<file path="src/rtl/imem_loader.sv">
`default_nettype none
// ============================================================================
// Module   : imem_loader
// Purpose  : Framed, checksummed byte-stream loader for the instruction memory;
//            keeps the core stopped during a load and after a failed one.
// Revision : 1.0  initial release
// ============================================================================
module imem_loader #(
    parameter int ADDR_W = 5,
    parameter int DEPTH  = 32
) (
    input  logic              clk,
    input  logic              rst,
    input  logic              start,
    input  logic              byte_valid,
    input  logic [7:0]        byte_data,
    output logic              byte_ready,
    output logic              mem_we,
    output logic [ADDR_W-1:0] mem_addr,
    output logic [31:0]       mem_wdata,
    output logic              core_hold,
    output logic              done,
    output logic              error
);

    localparam logic [2:0] c_S_IDLE = 3'd0;
    localparam logic [2:0] c_S_LEN  = 3'd1;
    localparam logic [2:0] c_S_DATA = 3'd2;
    localparam logic [2:0] c_S_CSUM = 3'd3;
    localparam logic [2:0] c_S_DONE = 3'd4;
    localparam logic [2:0] c_S_ERR  = 3'd5;

    localparam logic [7:0] c_DEPTH = 8'(DEPTH);

    logic [2:0]        r_state;
    logic [2:0]        w_state_nxt;

    logic [7:0]        r_len;
    logic [7:0]        r_word_cnt;
    logic [1:0]        r_byte_idx;
    logic [7:0]        r_csum;
    logic [23:0]       r_asm;

    logic              r_byte_ready;
    logic              r_mem_we;
    logic [ADDR_W-1:0] r_mem_addr;
    logic [31:0]       r_mem_wdata;
    logic              r_core_hold;
    logic              r_done;
    logic              r_error;

    logic              w_ready_nxt;
    logic              w_hold_nxt;
    logic              w_done_nxt;
    logic              w_error_nxt;

    logic              w_accept;
    logic              w_len_bad;
    logic              w_word_end;
    logic              w_last_word;
    logic [ADDR_W-1:0] w_word_addr;

    assign w_accept    = byte_valid & r_byte_ready;
    assign w_len_bad   = (byte_data == 8'd0) || (byte_data > c_DEPTH);
    assign w_word_end  = (r_byte_idx == 2'd3);
    assign w_last_word = (r_word_cnt == (r_len - 8'd1));

    generate
        if (ADDR_W >= 8) begin : g_addr_wide
            assign w_word_addr = ADDR_W'(r_word_cnt);
        end else begin : g_addr_narrow
            assign w_word_addr = r_word_cnt[ADDR_W-1:0];
        end
    endgenerate

    // ------------------------------------------------------------------------
    // State register
    // ------------------------------------------------------------------------
    always_ff @(posedge clk) begin
        if (rst) begin
            r_state <= c_S_IDLE;
        end else begin
            r_state <= w_state_nxt;
        end
    end

    // ------------------------------------------------------------------------
    // Next-state logic
    // ------------------------------------------------------------------------
    always_comb begin
        w_state_nxt = r_state;
        case (r_state)
            c_S_IDLE: begin
                if (start) w_state_nxt = c_S_LEN;
            end
            c_S_LEN: begin
                if (w_accept) w_state_nxt = w_len_bad ? c_S_ERR : c_S_DATA;
            end
            c_S_DATA: begin
                if (w_accept && w_word_end && w_last_word) w_state_nxt = c_S_CSUM;
            end
            c_S_CSUM: begin
                if (w_accept) w_state_nxt = (byte_data == r_csum) ? c_S_DONE : c_S_ERR;
            end
            c_S_DONE, c_S_ERR: begin
                if (start) w_state_nxt = c_S_LEN;
            end
            default: w_state_nxt = c_S_IDLE;
        endcase
    end

    // ------------------------------------------------------------------------
    // Output decode on the next state so the flags are registered yet aligned
    // with the state they belong to.
    // ------------------------------------------------------------------------
    always_comb begin
        w_ready_nxt = 1'b0;
        w_hold_nxt  = 1'b0;
        w_done_nxt  = 1'b0;
        w_error_nxt = 1'b0;
        case (w_state_nxt)
            c_S_LEN, c_S_DATA, c_S_CSUM: begin
                w_ready_nxt = 1'b1;
                w_hold_nxt  = 1'b1;
            end
            c_S_DONE: w_done_nxt = 1'b1;
            c_S_ERR: begin
                w_hold_nxt  = 1'b1;
                w_error_nxt = 1'b1;
            end
            default: ;
        endcase
    end

    always_ff @(posedge clk) begin
        if (rst) begin
            r_byte_ready <= 1'b0;
            r_core_hold  <= 1'b0;
            r_done       <= 1'b0;
            r_error      <= 1'b0;
        end else begin
            r_byte_ready <= w_ready_nxt;
            r_core_hold  <= w_hold_nxt;
            r_done       <= w_done_nxt;
            r_error      <= w_error_nxt;
        end
    end

    // ------------------------------------------------------------------------
    // Datapath: length capture, word assembly, checksum and write port
    // ------------------------------------------------------------------------
    always_ff @(posedge clk) begin
        if (rst) begin
            r_len       <= 8'd0;
            r_word_cnt  <= 8'd0;
            r_byte_idx  <= 2'd0;
            r_csum      <= 8'd0;
            r_asm       <= 24'd0;
            r_mem_we    <= 1'b0;
            r_mem_addr  <= '0;
            r_mem_wdata <= 32'd0;
        end else begin
            r_mem_we <= 1'b0;
            if (w_accept && (r_state == c_S_LEN) && !w_len_bad) begin
                r_len      <= byte_data;
                r_word_cnt <= 8'd0;
                r_byte_idx <= 2'd0;
                r_csum     <= 8'd0;
            end
            if (w_accept && (r_state == c_S_DATA)) begin
                r_asm  <= {r_asm[15:0], byte_data};
                r_csum <= r_csum ^ byte_data;
                if (w_word_end) begin
                    // Write fires the cycle after the 4th byte; the next byte may be accepted meanwhile.
                    r_mem_we    <= 1'b1;
                    r_mem_addr  <= w_word_addr;
                    r_mem_wdata <= {r_asm, byte_data};
                    r_word_cnt  <= r_word_cnt + 8'd1;
                    r_byte_idx  <= 2'd0;
                end else begin
                    r_byte_idx <= r_byte_idx + 2'd1;
                end
            end
        end
    end

    assign byte_ready = r_byte_ready;
    assign mem_we     = r_mem_we;
    assign mem_addr   = r_mem_addr;
    assign mem_wdata  = r_mem_wdata;
    assign core_hold  = r_core_hold;
    assign done       = r_done;
    assign error      = r_error;

endmodule
`default_nettype wire

</file>
<file path="config.mk">
export PLATFORM = sky130hd
export DESIGN_NAME = imem_loader
export DESIGN_NICKNAME = d
export VERILOG_FILES = /design/src/rtl/imem_loader.sv
export SDC_FILE = /design/constraint.sdc
export NUM_CORES = 1
export LEC_CHECK = 0
export CAP_MARGIN = 15
export CORE_MARGIN = 2
export CORE_UTILIZATION = 45
export CTS_BUF_LIST = sky130_fd_sc_hd__clkbuf_2
export CTS_CLUSTER_DIAMETER = 200
export DETAILED_ROUTE_END_ITERATION = 10
export HOLD_SLACK_MARGIN = 0.03
export MAX_ROUTING_LAYER = met4
export PLACE_DENSITY = 0.74
export SYNTH_ARGS = -nofsm -noshare
export SYNTH_HDL_FRONTEND = slang
export SYNTH_SLANG_ARGS = --single-unit
export TNS_END_PERCENT = 10
</file>
<file path="constraint.sdc">
create_clock -name clk -period 3 [get_ports clk]
set_input_delay 0.6 -clock clk [delete_from_list [all_inputs] [get_ports clk]]
set_output_delay 0.6 -clock clk [all_outputs]
set_load 0.005 [all_outputs]
</file>
==> impl_metrics.xml <==
<?xml version="1.0" encoding="UTF-8"?>
<metrics>
  <group name="timing">
    <metric name="fin_hold_ws" unit="ps">459.4</metric>
    <metric name="final_max_slew_viol_count" unit="">0</metric>
    <metric name="final.min_clock_period" unit="ps">2257</metric>
    <metric name="grt_setup_unrepaired" unit="">false</metric>
    <metric name="max_freq" unit="MHz">443.0</metric>
    <metric name="tightestPinTransition" unit="ps">545.1</metric>
    <metric name="report.final.setup_viol" unit="">0</metric>
    <metric name="report.final.hold_viol_count" unit="">0</metric>
    <metric name="min_period_over_period" unit="">0.7524</metric>
    <metric name="fin_skew" unit="ps">23.27</metric>
    <metric name="maxSlewHeadroom" unit="">0.6350</metric>
    <metric name="finalSetupTns" unit="ps">0</metric>
    <metric name="post-route-worst-setup-slack" unit="ps">742.8</metric>
  </group>
  <group name="routing">
    <metric name="postRouteWirelength" unit="µm">8667</metric>
    <metric name="via_per_inst" unit="">5.291</metric>
    <metric name="detail_route.drc_violations" unit="">0</metric>
    <metric name="count_of_vias_placed_by_the_detailed_router" unit="">3381</metric>
    <metric name="drt_pre_antenna_iters" unit="">4</metric>
    <metric name="drt-wirelength-per-cell" unit="µm">13.56</metric>
    <metric name="final_antenna_net_count" unit="">0</metric>
    <metric name="drtIter0Drc" unit="">146</metric>
  </group>
  <group name="cts">
    <metric name="htree_levels" unit="">3</metric>
    <metric name="clock-root-buffer" unit="">clkbuf_2</metric>
    <metric name="clkTransAtPathRegs" unit="ps">250</metric>
    <metric name="cts_tree" unit="">built</metric>
    <metric name="cts_buffer_depth" unit="">2</metric>
    <metric name="cts_inserted_buffers" unit="">9</metric>
    <metric name="clkSinkCount" unit="">95</metric>
    <metric name="post_cts_hold_buffer_count" unit="">0</metric>
    <metric name="cts_resized" unit="">0</metric>
    <metric name="post-cts-setup-buffer-count" unit="">0</metric>
    <metric name="clkLatencyLatePin" unit="ps">580</metric>
  </group>
  <group name="critical_path">
    <metric name="r2r_cells" unit="">5</metric>
    <metric name="crit_arrival" unit="ps">2770</metric>
    <metric name="regToRegSetupSlack" unit="ps">820</metric>
    <metric name="start_kind" unit="">primary input</metric>
    <metric name="cp-startpoint" unit="">byte_data[4]</metric>
    <metric name="worstSetupEndpointType" unit="">flop</metric>
    <metric name="path_class" unit="">in -&gt; reg</metric>
    <metric name="critical_path_required" unit="ps">3510</metric>
    <metric name="rr_startpoint" unit="">r_state[1]</metric>
    <metric name="termination_of_the_worst_setup_path" unit="">r_word_cnt[3]</metric>
    <metric name="r2r_end" unit="">byte_ready</metric>
    <metric name="worstPathMaxFanout" unit="">13</metric>
  </group>
  <group name="floorplanning">
    <metric name="io-pin-count" unit="">54</metric>
    <metric name="initial_standard_cell_utilization_of_the_core" unit="">0.4649</metric>
    <metric name="dieArea" unit="µm²">9242</metric>
    <metric name="fp-row-count" unit="">33</metric>
    <metric name="placeableCoreArea" unit="µm²">8217</metric>
    <metric name="die_h" unit="µm">96.14</metric>
    <metric name="floorplan.die.width" unit="µm">96.14</metric>
  </group>
  <group name="global_route">
    <metric name="first_pass_grt_wire_length" unit="µm">14770</metric>
    <metric name="grt_overflow_total" unit="">0</metric>
    <metric name="grt_start_max_net_pins" unit="">62</metric>
    <metric name="number_of_antenna_violations_at_the_first_check_in_global_routing" unit="">0</metric>
    <metric name="via_count_of_the_first_global_routing_pass" unit="">3168</metric>
    <metric name="gr-usage-all-layers" unit="">0.2111</metric>
  </group>
  <group name="logic_synthesis">
    <metric name="xor_and_xnor_fraction_of_the_mapped_netlist_area" unit="">0.03898</metric>
    <metric name="synth.avg_cell_area" unit="µm²">7.991</metric>
    <metric name="synthSimpleGateAreaFrac" unit="">0.2519</metric>
    <metric name="dominant_combinational_cell_family_by_area_after_synthesis" unit="">simple AND/OR/NAND/NOR gates</metric>
    <metric name="top_flip_flop_cell_by_instance_count_after_synthesis" unit="">dfxtp_1</metric>
    <metric name="synthesis.area" unit="µm²">3820</metric>
    <metric name="yosys-mux-area-fraction" unit="">0.01310</metric>
    <metric name="synth.top_cell.area_share" unit="">0.4979</metric>
    <metric name="postSynthRegisterBits" unit="">95</metric>
    <metric name="yosys-top-cells-area" unit="">dfxtp_1 50%, nand2_1 13%, a21oi_1 9.7%</metric>
    <metric name="ys_async_sr_fraction" unit="">0</metric>
    <metric name="synthCells" unit="">478</metric>
    <metric name="synth.net_count" unit="">493</metric>
    <metric name="synth_cell_type_count" unit="">42</metric>
    <metric name="synth_enable_flop_cells" unit="">0</metric>
    <metric name="yosysMostFrequentCell" unit="">nand2_1</metric>
    <metric name="synth_fa_ha_area_frac" unit="">0.009826</metric>
    <metric name="yosysTopAreaCell" unit="">dfxtp_1</metric>
    <metric name="ys_warn_count" unit="">0</metric>
    <metric name="yosysSeqAreaShare" unit="">0.4979</metric>
    <metric name="synthesized_area_fraction_occupied_by_ao_oa_aoi_and_oai_cells" unit="">0.1441</metric>
    <metric name="synth_common_cells" unit="">129 x nand2_1, 95 x dfxtp_1, 74 x a21oi_1</metric>
  </group>
  <group name="cells_and_area">
    <metric name="final-instance-count-excl-fill" unit="">639</metric>
    <metric name="post-route-cell-area" unit="µm²">4616</metric>
    <metric name="nNetsFinal" unit="">544</metric>
    <metric name="layout-area-overhead-vs-synth" unit="%">20.83</metric>
    <metric name="insertedDiodeCount" unit="">0</metric>
    <metric name="final_core_util" unit="">0.5617</metric>
    <metric name="layout.filler_cells" unit="">756</metric>
    <metric name="proportion_of_layout_cells_with_a_drive_suffix_above_1" unit="">0.07303</metric>
  </group>
  <group name="run_status">
    <metric name="run_status" unit="">finished, final reports clean</metric>
  </group>
  <group name="flow_run">
    <metric name="timing.max_cap.violations" unit="">0</metric>
  </group>
  <group name="power_and_ir_drop">
    <metric name="post_layout_power" unit="mW">2.080</metric>
    <metric name="power.ir.vdd_worst" unit="mV">0.2499</metric>
    <metric name="power_leakage" unit="nW">1.605</metric>
    <metric name="cellPowerDensity" unit="nW/µm²">450.7</metric>
  </group>
  <group name="place">
    <metric name="place.detailed.instances" unit="">623</metric>
    <metric name="gpl.final_weighted_congestion" unit="">0.8829</metric>
    <metric name="hpwl" unit="µm">6032</metric>
    <metric name="detailedPlace.worstSlack" unit="ps">161.8</metric>
    <metric name="port_buffers" unit="">53</metric>
    <metric name="place_area" unit="µm²">4477</metric>
  </group>
  <group name="hold_path">
    <metric name="holdCritPathClass" unit="">reg -&gt; reg</metric>
  </group>
</metrics>
==> worst max-delay path, stage by stage <==
cell	delay, ps
clkdlybuf4s50_1	450
or4_1	540
or3_1	350
and4_1	220
buf_4	190
or2_1	290
nor2_1	130
==> kinds of logic (layout without fill, tap and decap cells) <==
family / after synthesis / after routing
simple gates: 218 / 218
compound gates: 101 / 101
buf+inv: 39 / 95
mux: 5 / 5
fa+ha+maj: 3 / 3
flops: 95 / 95
xor+xnor: 17 / 17
==> flip-flops by register name, indices dropped and copies added, names as in the netlist, 2 cells and up <==
signal	flops
mem_addr	5
mem_wdata	32
r_asm	24
r_byte_idx	2
r_csum	8
r_len	8
r_state	3
r_word_cnt	8
==> power by group <==
part           leakage [nW]  internal (mW)  switching [mW]  total (mW)
clock                0.0824          0.280           0.435       0.715
sequential            0.766           1.27         0.00501        1.28
combinational         0.756         0.0389          0.0511      0.0900
total                  1.60           1.59           0.491        2.08
==> cell usage in the layout (no fill, tap or decap), types with 3 or more instances in the layout <==
cell and count:
xor2_1 12, xnor2_1 5, o21ai_0 5, nand3_1 6
inv_1 11, nor3_1 7, and4_1 3, a22oi_1 6
nor4_1 4, dfxtp_1 95, and2b_1 3, buf_4 14
ha_1 3, a21oi_1 74, nand2_1 129, nand4_1 6
inv_6 3, clkdlybuf4s50_1 52, nor2b_1 6, o21ai_1 6
clkbuf_2 9, nor2_1 38, mux2i_1 5
==> worst min path at each step <==
stage / startpoint / to / slack [ps] / cells past startpoint
after global routing: rst / r_len[0] / 490 / 2
after CTS: rst / r_len[5] / 460 / 2
after detailed placement: r_asm[21] / r_asm[21] / 450 / 2
after floorplan: r_asm[16] / mem_wdata[24] / 430 / 2
after global placement: mem_wdata[0] / mem_wdata[0] / 440 / 2
final: r_asm[23] / mem_wdata[31] / 460 / 2
==> cell type report <==
| type | instances | area (µm²) | share of cell area |
|---|---|---|---|
| inverter | 11 | 41.29 | 0.008946 |
| sequential | 95 | 1902 | 0.4120 |
| clock inverter | 7 | 93.84 | 0.02033 |
| timing repair buffer | 68 | 650.6 | 0.1410 |
| tap | 105 | 131.4 | 0.02846 |
| clock buffer | 9 | 45.04 | 0.009759 |
| multi-input combinational | 344 | 1752 | 0.3795 |
==> per-layer routing <==
metal | share of wire | up-vias | GRT usage
li1 | - | 1693 | -
met3 | 0.051 | 18 | 0.03054
met2 | 0.47 | 80 | 0.3229
met5 | 0 | - | -
met1 | 0.45 | 1590 | 0.2750
met4 | 0.025 | 0 | 0.1000
Note: power is estimated with default switching activity, not from simulation.
